File: src/rtl/mul_div_unit.sv
// rtl/mul_div_unit.sv - iterative RV32M multiply/divide unit, fixed 32-iteration schedule
module mul_div_unit (
  input  logic        clk,
  input  logic        reset,
  input  logic        start,
  input  logic [2:0]  funct3,
  input  logic [31:0] rs1_data,
  input  logic [31:0] rs2_data,
  input  logic [4:0]  rd_in,
  output logic        busy,
  output logic        done,
  output logic        result_write,
  output logic [31:0] result,
  output logic [4:0]  rd_out
);

  typedef enum logic [1:0] {S_IDLE, S_CALC, S_DONE} state_t;

  state_t      state_q;
  logic [4:0]  cnt_q;
  logic [2:0]  op_q;
  logic [31:0] mag_a_q, mag_b_q;
  logic [31:0] hi_q, lo_q;
  logic        neg_q, neg_rem_q, spec_q;
  logic [31:0] spec_val_q;
  logic        busy_q, done_q;
  logic [31:0] result_q;
  logic [4:0]  rd_q;

  // hi/lo are shared: multiply keeps {accumulator, multiplier}, divide keeps {remainder, dividend/quotient}
  logic [32:0] mul_sum, div_shift, div_trial;
  logic [31:0] hi_d, lo_d;
  logic [63:0] prod, prod_s;
  logic [31:0] quo_s, rem_s, final_val;

  always_comb begin
    mul_sum   = {1'b0, hi_q} + {1'b0, (lo_q[0] ? mag_a_q : 32'd0)};
    div_shift = {hi_q, lo_q[31]};
    div_trial = div_shift - {1'b0, mag_b_q};
    hi_d      = hi_q;
    lo_d      = lo_q;
    if (op_q[2]) begin
      if (!div_trial[32]) begin
        hi_d = div_trial[31:0];
        lo_d = {lo_q[30:0], 1'b1};
      end else begin
        hi_d = div_shift[31:0];
        lo_d = {lo_q[30:0], 1'b0};
      end
    end else begin
      hi_d = mul_sum[32:1];
      lo_d = {mul_sum[0], lo_q[31:1]};
    end
    prod   = {hi_d, lo_d};
    prod_s = neg_q ? (64'd0 - prod) : prod;
    quo_s  = neg_q ? (32'd0 - lo_d) : lo_d;
    rem_s  = neg_rem_q ? (32'd0 - hi_d) : hi_d;
    if (spec_q)
      final_val = spec_val_q;
    else if (op_q[2])
      final_val = op_q[1] ? rem_s : quo_s;
    else
      final_val = (op_q == 3'b000) ? prod_s[31:0] : prod_s[63:32];
  end

  logic        a_sgn, b_sgn, a_neg, b_neg, div_zero, div_ovf;
  logic [31:0] mag_a_d, mag_b_d, spec_val_d;

  always_comb begin
    a_sgn      = (funct3 == 3'b001) || (funct3 == 3'b010) || (funct3 == 3'b100) || (funct3 == 3'b110);
    b_sgn      = (funct3 == 3'b001) || (funct3 == 3'b100) || (funct3 == 3'b110);
    a_neg      = a_sgn && rs1_data[31];
    b_neg      = b_sgn && rs2_data[31];
    mag_a_d    = a_neg ? (32'd0 - rs1_data) : rs1_data;
    mag_b_d    = b_neg ? (32'd0 - rs2_data) : rs2_data;
    div_zero   = funct3[2] && (rs2_data == 32'd0);
    div_ovf    = ((funct3 == 3'b100) || (funct3 == 3'b110)) &&
                 (rs1_data == 32'h8000_0000) && (rs2_data == 32'hFFFF_FFFF);
    spec_val_d = div_zero ? (funct3[1] ? rs1_data : 32'hFFFF_FFFF)
                          : (funct3[1] ? 32'd0 : 32'h8000_0000);
  end

  always_ff @(posedge clk or posedge reset) begin
    if (reset) begin
      state_q    <= S_IDLE;
      cnt_q      <= 5'd0;
      op_q       <= 3'd0;
      mag_a_q    <= 32'd0;
      mag_b_q    <= 32'd0;
      hi_q       <= 32'd0;
      lo_q       <= 32'd0;
      neg_q      <= 1'b0;
      neg_rem_q  <= 1'b0;
      spec_q     <= 1'b0;
      spec_val_q <= 32'd0;
      busy_q     <= 1'b0;
      done_q     <= 1'b0;
      result_q   <= 32'd0;
      rd_q       <= 5'd0;
    end else begin
      case (state_q)
        S_IDLE: begin
          if (start) begin
            state_q    <= S_CALC;
            cnt_q      <= 5'd0;
            op_q       <= funct3;
            rd_q       <= rd_in;
            mag_a_q    <= mag_a_d;
            mag_b_q    <= mag_b_d;
            hi_q       <= 32'd0;
            lo_q       <= funct3[2] ? mag_a_d : mag_b_d;
            neg_q      <= a_neg ^ b_neg;
            neg_rem_q  <= a_neg;
            spec_q     <= div_zero || div_ovf;
            spec_val_q <= spec_val_d;
            busy_q     <= 1'b1;
          end
        end
        S_CALC: begin
          hi_q  <= hi_d;
          lo_q  <= lo_d;
          cnt_q <= cnt_q + 5'd1;
          if (cnt_q == 5'd31) begin
            result_q <= final_val;
            done_q   <= 1'b1;
            state_q  <= S_DONE;
          end
        end
        S_DONE: begin
          done_q  <= 1'b0;
          busy_q  <= 1'b0;
          state_q <= S_IDLE;
        end
        default: state_q <= S_IDLE;
      endcase
    end
  end

  assign busy         = busy_q;
  assign done         = done_q;
  assign result_write = done_q;
  assign result       = result_q;
  assign rd_out       = rd_q;

endmodule

File: config.mk
export PLATFORM = sky130hd
export DESIGN_NAME = mul_div_unit
export DESIGN_NICKNAME = d
export VERILOG_FILES = /design/src/rtl/mul_div_unit.sv
export SDC_FILE = /design/constraint.sdc
export NUM_CORES = 1
export LEC_CHECK = 0
export CORE_ASPECT_RATIO = 2
export CORE_MARGIN = 10
export CORE_UTILIZATION = 45
export DETAILED_ROUTE_END_ITERATION = 8
export HOLD_SLACK_MARGIN = 0.15
export PLACE_DENSITY_LB_ADDON = 0.15
export REMOVE_ABC_BUFFERS = 1
export SETUP_SLACK_MARGIN = 0.4
export SYNTH_ARGS = -nofsm -noshare
export SYNTH_HDL_FRONTEND = slang
export SYNTH_SLANG_ARGS = --single-unit
File: constraint.sdc
create_clock -name clk -period 10 [get_ports clk]
set_clock_uncertainty 0.15 [all_clocks]
set_input_delay 1.5 -clock clk [delete_from_list [all_inputs] [get_ports clk]]
set_output_delay 1.5 -clock clk [all_outputs]
set_load 0.03 [all_outputs]
Word-level counts from Yosys, hierarchy flattened
Index checks and enable logic that the tools add are counted.
{ "classes": {"addsub": 8, "n_eq_ne": 11, "n_mux": 31, "bitwise": 1, "n_reduce_logical": 24} }
{ "ops": {"columns": ["op", "count"], "rows": [
  ["$mux W32", 18],
  ["$pmux W32 S2", 2],
  ["$sub A1 B32 Y32 const A", 4],
  ["$eq A32 B32 Y1 const B", 2],
  ["$mux W64", 1],
  ["$sub A1 B64 Y64 const A", 1],
  ["$add A32 B32 Y33", 1],
  ["$sub A33 B32 Y33", 1],
  ["$logic_not A32 Y1", 1],
  ["$reduce_and A2 Y1", 6],
  ["$pmux W5 S2", 1],
  ["$logic_or A1 B1 Y1", 7],
  ["$eq A3 B3 Y1 const B", 2],
  ["$reduce_bool A2 Y1", 3],
  ["$add A5 B1 Y5 const B", 1],
  ["$eq A5 B5 Y1 const B", 1],
  ["$logic_and A1 B1 Y1", 5],
  ["$mux W5", 1],
  ["$mux W2", 2],
  ["$ne A2 B2 Y1 const B", 2],
  ["$pmux W1 S2", 2],
  ["$pmux W2 S2", 1],
  ["$eq A3 B1 Y1 const B", 1],
  ["$eq A3 B2 Y1 const B", 1],
  ["6 further kinds", 8]
]} }
{ "word_totals": {"register_bits": 212, "in_bits": 75, "out_inout_bits": 40, "elab_cells": 90} }

Longest topological paths before layout
{ "logic_depth": {"ltp_word": 9, "mapped_depth": 26} }

Worst setup path before layout
OpenSTA, ideal clock, no wires.
{ "synth_path": {"path_type": "reg2reg", "start": "register lo_q[31]", "end": "register result_q[26], in the netlist result[26]", "t_arrival_ps": 5517, "t_required_ps": 9723, "slack_ps": 4205, "path_stages_with_launch": 26, "path_cell_list": "dfrtp_1 > inv_1 > ha_1 > fa_1 > nand2b_1 > a211oi_2 > nor2_1 > o311a_1 > o21a_1 > buf_6 > xnor2_2 > buf_6 > a21boi_1 > ha_1 > o211ai_1 > nor4_1 > nand2_1 > nor2_1 > and2_1 > nand2_1 > or4_1 > buf_2 > o41ai_2 > xnor2_1 > a221oi_2 > nor3_1"} }
{ "synth_via": {"elab_chain_len": 8} }
{ "synth_lines": {"columns": ["item", "line_no", "rtl"], "rows": [
  ["start, declared", "23", "logic [31:0] hi_q, lo_q;"],
  ["start signal, assigned", "111", "lo_q <= funct3[2] ? mag_a_d : mag_b_d;"],
  ["start signal, assigned", "121", "lo_q <= lo_d;"],
  ["$sub A33 B32 Y33", "39", "div_trial = div_shift - {1'b0, mag_b_q};"],
  ["$mux W1 or $mux W32 (tied branches)", "43", "if (!div_trial[32]) begin"],
  ["$mux W32", "42", "if (op_q[2]) begin"],
  ["$sub A1 B64 Y64, or another cell as far along", "55", "prod_s = neg_q ? (64'd0 - prod) : prod;"],
  ["$mux W64, or another cell as far along", "55", null],
  ["$mux W32 (on tied branches)", "63, 61", null],
  ["$mux W32 *", "60", "else if (op_q[2])"],
  ["$mux W32 *", "58", "if (spec_q)"],
  ["end signal, assigned", "124", "result_q <= final_val;"],
  ["end, declared", "27", "logic [31:0] result_q;"]
]} }
Every way passes the cells marked *; elsewhere a longest branch is shown, timed or not.
A chain may end at the register's enable or synchronous reset.

Worst setup path in the final report
Same ends and word-level chain as after synthesis.

==> run summary <==
Post-CTS repair changed the size of 0 cells. In the final routed layout, each cell accounts on average for 25.7 um. The initial antenna violation count was 0. Setup violations remaining at the end of the flow were counted as 0.

The maximum achievable frequency was 141 MHz. Along the worst path, the maximum fanout reaches 7. Launching point of the worst reg2reg path: lo_q[31]$_DFFE_PP0P_.

The leakage power figure is 0.00806 uW, and the via count normalized by instance count is 6.34. The tools report the sink count of the clock tree as 212. The number of clock buffers added by TritonCTS is 23. Counting tap cells, the placed design contains a total of 2872 instances.

The run gives 48900 um^2 as the floorplan die area. The synthesized design contains 0 enable-type register cells. Subtracting the final worst setup slack from the clock period gives 7.10 ns. The tools report the total of max-cap violations as 0. The sequential power share came out at 0.177. Final hold analysis gives a worst-case slack of 0.320 ns. The slowest stage of the critical path is the sky130_fd_sc_hd__or4_1 cell.

In the final timing run, aggregate negative setup slack is 0 ns. Critical path class: register to register. The cell area after synthesis was 18000 um^2; the number of buffer and inverter stages on the critical path was 1. After the first detailed-routing iteration, the DRC count stood at 1760.

Global placer's final weighted congestion: 1.08. Global routing finished with a remaining overflow of 0. Required arrival time at the worst endpoint: 10.30 ns. The root buffer cell chosen for the clock tree is sky130_fd_sc_hd__clkbuf_16. The run gives 0.297 as the overall track demand over capacity in global routing. Traced cell by cell, the critical path runs through inv_1 > ha_1 > fa_1 > nand2b_1 > a211oi_2 > nor2_1 > o311a_1 > o21a_1 > xnor2_4 > a21boi_1 > ha_1 > o211ai_1 > nor4_1 > nand2_1 > nor2_1 > and2_1 > nand2_1 > or4_1 > o41ai_2 > xnor2_1 > a221oi_2 > nor3_1.

The synthesized design contains 212 register bits. In the final layout, flip-flops and latches occupy 5310 um^2. Pin placement for this block handled 115 I/O pins. After the flow finishes, the layout carries non-filler instances totaling 2911.

The tools report the element type at the critical path start as a register. In this run the power density over the cells is 441 nW/um^2. The logs give 0.295 for the part of the Yosys area used for sequential elements and 0.724 for the logic gate share of total power. The logs give 0 for the Yosys warning count and 0 for the hold buffer count at cts. Cell internal power was estimated by the tool at 3980 uW. Wire length of the first global-routing pass: 113000 um. The run gives 56700 um as the post-DP HPWL. Once the clock tree was built, the setup fixing pass inserted 0 buffers.

The tools report the relative slew slack as 0.134. Among all flip-flop cells after synthesis, the most frequent one is sky130_fd_sc_hd__dfrtp_1. The post-route clock period utilization is 0.710. The worst hold path belongs to the class register to register.

The kind of cell adding the most delay to the critical path is simple AND/OR/NAND/NOR gates. The clock power share is 0.098. The number of antenna diodes in the final layout is 0. The worst setup path is captured at a register.

Clock latency on the worst-skew pair, taken at its later pin, is 0.56 ns. The count of nets left with antenna violations after detail routing was 0. The net count of the finished layout is 2520. In this run the core area contains 103 standard-cell rows.

After floorplanning, the core was sized to cover 39600 um^2. Hold path startpoint: mag_a_q[31]$_DFFE_PP0P_. The number of global-route vias before repair came out at 18800. The run gives 4950 uW as the switching power.

The run gives 0 as the count of unresolved DRC violations after routing. Clock-pin slew was measured on the worst setup and hold paths at 0.08 ns. The data arrival time of the worst path is 7.39 ns, and the total vias in the final route is 18500. VDD sags by at most 0.000238 V. The async set or reset register ratio after synthesis came out at 1.00.

The logs give 0 for the count of final hold-check violations and 2342 for the synthesized netlist cell count. For the final-report max-slew violation count, the log shows 0. In this run, distinct cell masters in the synthesized netlist total 88.

In this run the cell area measured after placement is 19500 um^2. Setup repair after global routing left no endpoint under its margin. Height of the die: 303 um.

The critical path starts at lo_q[31]$_DFFE_PP0P_. The number of H-tree levels is 1. Wires add up to 74800 um. Post-synthesis to final-layout area growth: 12.4%. The multi-input logic area was 11900 um^2. TritonCTS built the clock tree. The slew of the pin with the lowest slew margin is 1.29 ns. For the effective utilization at floorplan, the log shows 0.455.

No sink is reached through more buffers than the 3 on the longest clock path. The first detailed-routing pass took 6 iterations. Switching power as a share of total power: 0.555. The proportion of layout cells with a drive suffix above 1 is 0.0541. The layout has 3903 filler cells. The chip width was 161 um; the average size of a mapped cell was 7.69 um^2.

Once layout is done, the placed cells without fillers occupy 20200 um^2. The flow ran to the end, and the final reports show no timing, DRC or antenna violations. The critical path's largest stage delay came out at 0.80 ns. Entering global routing, the biggest net connects 105 pins. Port buffering added 114 buffers.
-- layout by cell type, fill, tap and decap left out, types with 6 or more instances in the layout --
master / instances
sky130_fd_sc_hd__clkbuf_16: 23
sky130_fd_sc_hd__a31oi_1: 25
sky130_fd_sc_hd__o211ai_1: 17
sky130_fd_sc_hd__clkdlybuf4s50_1: 113
sky130_fd_sc_hd__a221oi_1: 18
sky130_fd_sc_hd__o22ai_1: 13
sky130_fd_sc_hd__or4_1: 13
sky130_fd_sc_hd__nor4_1: 19
sky130_fd_sc_hd__or2_2: 10
sky130_fd_sc_hd__xnor2_1: 113
sky130_fd_sc_hd__o21a_1: 10
sky130_fd_sc_hd__nand3_1: 55
sky130_fd_sc_hd__nand4b_1: 7
sky130_fd_sc_hd__mux2_2: 16
sky130_fd_sc_hd__nor2b_1: 36
sky130_fd_sc_hd__xor2_1: 81
sky130_fd_sc_hd__mux2i_1: 49
sky130_fd_sc_hd__a22oi_1: 9
sky130_fd_sc_hd__nor2_1: 161
sky130_fd_sc_hd__and3_1: 15
sky130_fd_sc_hd__o21ai_0: 271
sky130_fd_sc_hd__o41ai_1: 13
sky130_fd_sc_hd__o31ai_1: 60
sky130_fd_sc_hd__dfrtp_1: 211
sky130_fd_sc_hd__ha_1: 71
sky130_fd_sc_hd__nand2_1: 380
sky130_fd_sc_hd__nand2b_1: 17
sky130_fd_sc_hd__or3_1: 29
sky130_fd_sc_hd__inv_1: 61
sky130_fd_sc_hd__o21bai_1: 6
sky130_fd_sc_hd__a21o_1: 10
sky130_fd_sc_hd__nor3_1: 55
sky130_fd_sc_hd__a211oi_1: 13
sky130_fd_sc_hd__buf_4: 34
sky130_fd_sc_hd__nand4_1: 30
sky130_fd_sc_hd__a21oi_1: 141
sky130_fd_sc_hd__and2_1: 41
sky130_fd_sc_hd__o221ai_1: 23
-- cells in the mapped netlist, types with 16 or more instances --
cell type,n,share of area
sky130_fd_sc_hd__nand4_1,30,0.010
sky130_fd_sc_hd__nor2_1,163,0.034
sky130_fd_sc_hd__dfrtp_1,212,0.29
sky130_fd_sc_hd__or3_1,29,0.010
sky130_fd_sc_hd__o221ai_1,23,0.011
sky130_fd_sc_hd__mux2_2,16,0.010
sky130_fd_sc_hd__o31ai_1,60,0.025
sky130_fd_sc_hd__and2_1,41,0.014
sky130_fd_sc_hd__nor2b_1,36,0.013
sky130_fd_sc_hd__o211ai_1,17,0.0071
sky130_fd_sc_hd__xor2_1,81,0.039
sky130_fd_sc_hd__o21ai_0,271,0.075
sky130_fd_sc_hd__clkbuf_1,112,0.023
sky130_fd_sc_hd__nand3_1,56,0.016
sky130_fd_sc_hd__a31oi_1,25,0.0087
sky130_fd_sc_hd__nor4_1,19,0.0066
sky130_fd_sc_hd__inv_1,62,0.013
sky130_fd_sc_hd__nand2_1,381,0.079
sky130_fd_sc_hd__ha_1,71,0.049
sky130_fd_sc_hd__and3_1,16,0.0056
sky130_fd_sc_hd__nand2b_1,17,0.0059
sky130_fd_sc_hd__buf_1,16,0.0033
sky130_fd_sc_hd__a221oi_1,18,0.0088
sky130_fd_sc_hd__nor3_1,55,0.015
sky130_fd_sc_hd__xnor2_1,113,0.055
sky130_fd_sc_hd__mux2i_1,49,0.027
sky130_fd_sc_hd__a21oi_1,141,0.039
-- final cells by class --
type | count | area share
Multi-Input combinational cell | 1924 | 0.589
Sequential cell | 212 | 0.262
Timing Repair Buffer | 148 | 0.0687
Tap cell | 525 | 0.0325
Clock buffer | 31 | 0.0319
Inverter | 63 | 0.0121
Clock inverter | 8 | 0.00377
-- metrics by stage --
step / total power (uW) / setup WS (ns) / util
floorplan: 5870 / 2.38 / -
CTS: 8760 / 3.03 / 0.512
global placement: 7770 / 3.28 / 0.493
finish: 8920 / 2.90 / 0.512
global route: 9500 / 2.66 / 0.512
detailed placement: 7840 / 3.05 / 0.493
-- kinds of logic (layout without fill, tap and decap cells) --
| group | after synthesis | count (layout) | synth area share |
|---|---|---|---|
| simple gates | 890 | 890 | 0.230 |
| compound gates | 696 | 696 | 0.241 |
| flops | 212 | 212 | 0.295 |
| buf+inv | 206 | 250 | 0.0452 |
| xor+xnor | 196 | 196 | 0.0968 |
| fa+ha+maj | 73 | 73 | 0.0516 |
| mux | 69 | 69 | 0.0406 |
-- per-layer routing --
layer,vias up,track usage,part of all wire
met3,280,0.0468,0.070
met2,928,0.515,0.49
met1,8792,0.324,0.36
li1,8456,-,-
met4,0,0.211,0.080
met5,-,0,0
-- power by group through the flow --
stage | registers (uW) | logic [uW] | clock network, uW
final | 1580 | 6470 | 877
after detailed placement | 1580 | 6260 | 0
after CTS | 1570 | 6310 | 886
after floorplan | 1610 | 4260 | 0
after global routing | 1620 | 6960 | 914
after global placement | 1570 | 6200 | 0
-- final timing paths --
| path | endpoint | cells after the start | slack (ns) |
|---|---|---|---|
| worst max-delay path | result[26]$_DFFE_PP0P_ | 22 | 2.90 |
| worst min-delay path | mag_a_q[31]$_DFFE_PP0P_ | 2 | 0.32 |
| worst max register to register | result[26]$_DFFE_PP0P_ | 22 | 2.90 |
| worst min register to register | mag_a_q[31]$_DFFE_PP0P_ | 2 | 0.32 |
| max in group asynchronous | op_q[2]$_DFFE_PP0P_ | 3 | 6.90 |
| min in group asynchronous | spec_val_q[29]$_DFFE_PP0P_ | 2 | 1.33 |
-- registers in the layout, summed over array words and instances, names as in the netlist --
signal      flops
neg_rem_q       1
state_q         2
busy            1
rd_out          5
spec_val_q     32
cnt_q           5
done            1
op_q            3
mag_b_q        32
lo_q           32
neg_q           1
hi_q           32
result         32
mag_a_q        32
spec_q          1
-- worst register-to-register path, delay by kind of cell, from the launching register on --
kind / cells / cell delay (ns)
adder cells (fa/ha/maj): 3 / 0.86
AND/OR/NAND/NOR: 9 / 2.79
AO/OA/AOI/OAI: 7 / 2.36
buffers and inverters: 1 / 0.06
flip-flops: 1 / 0.40
XOR/XNOR: 2 / 0.39
(Power assumes the default switching activity.)
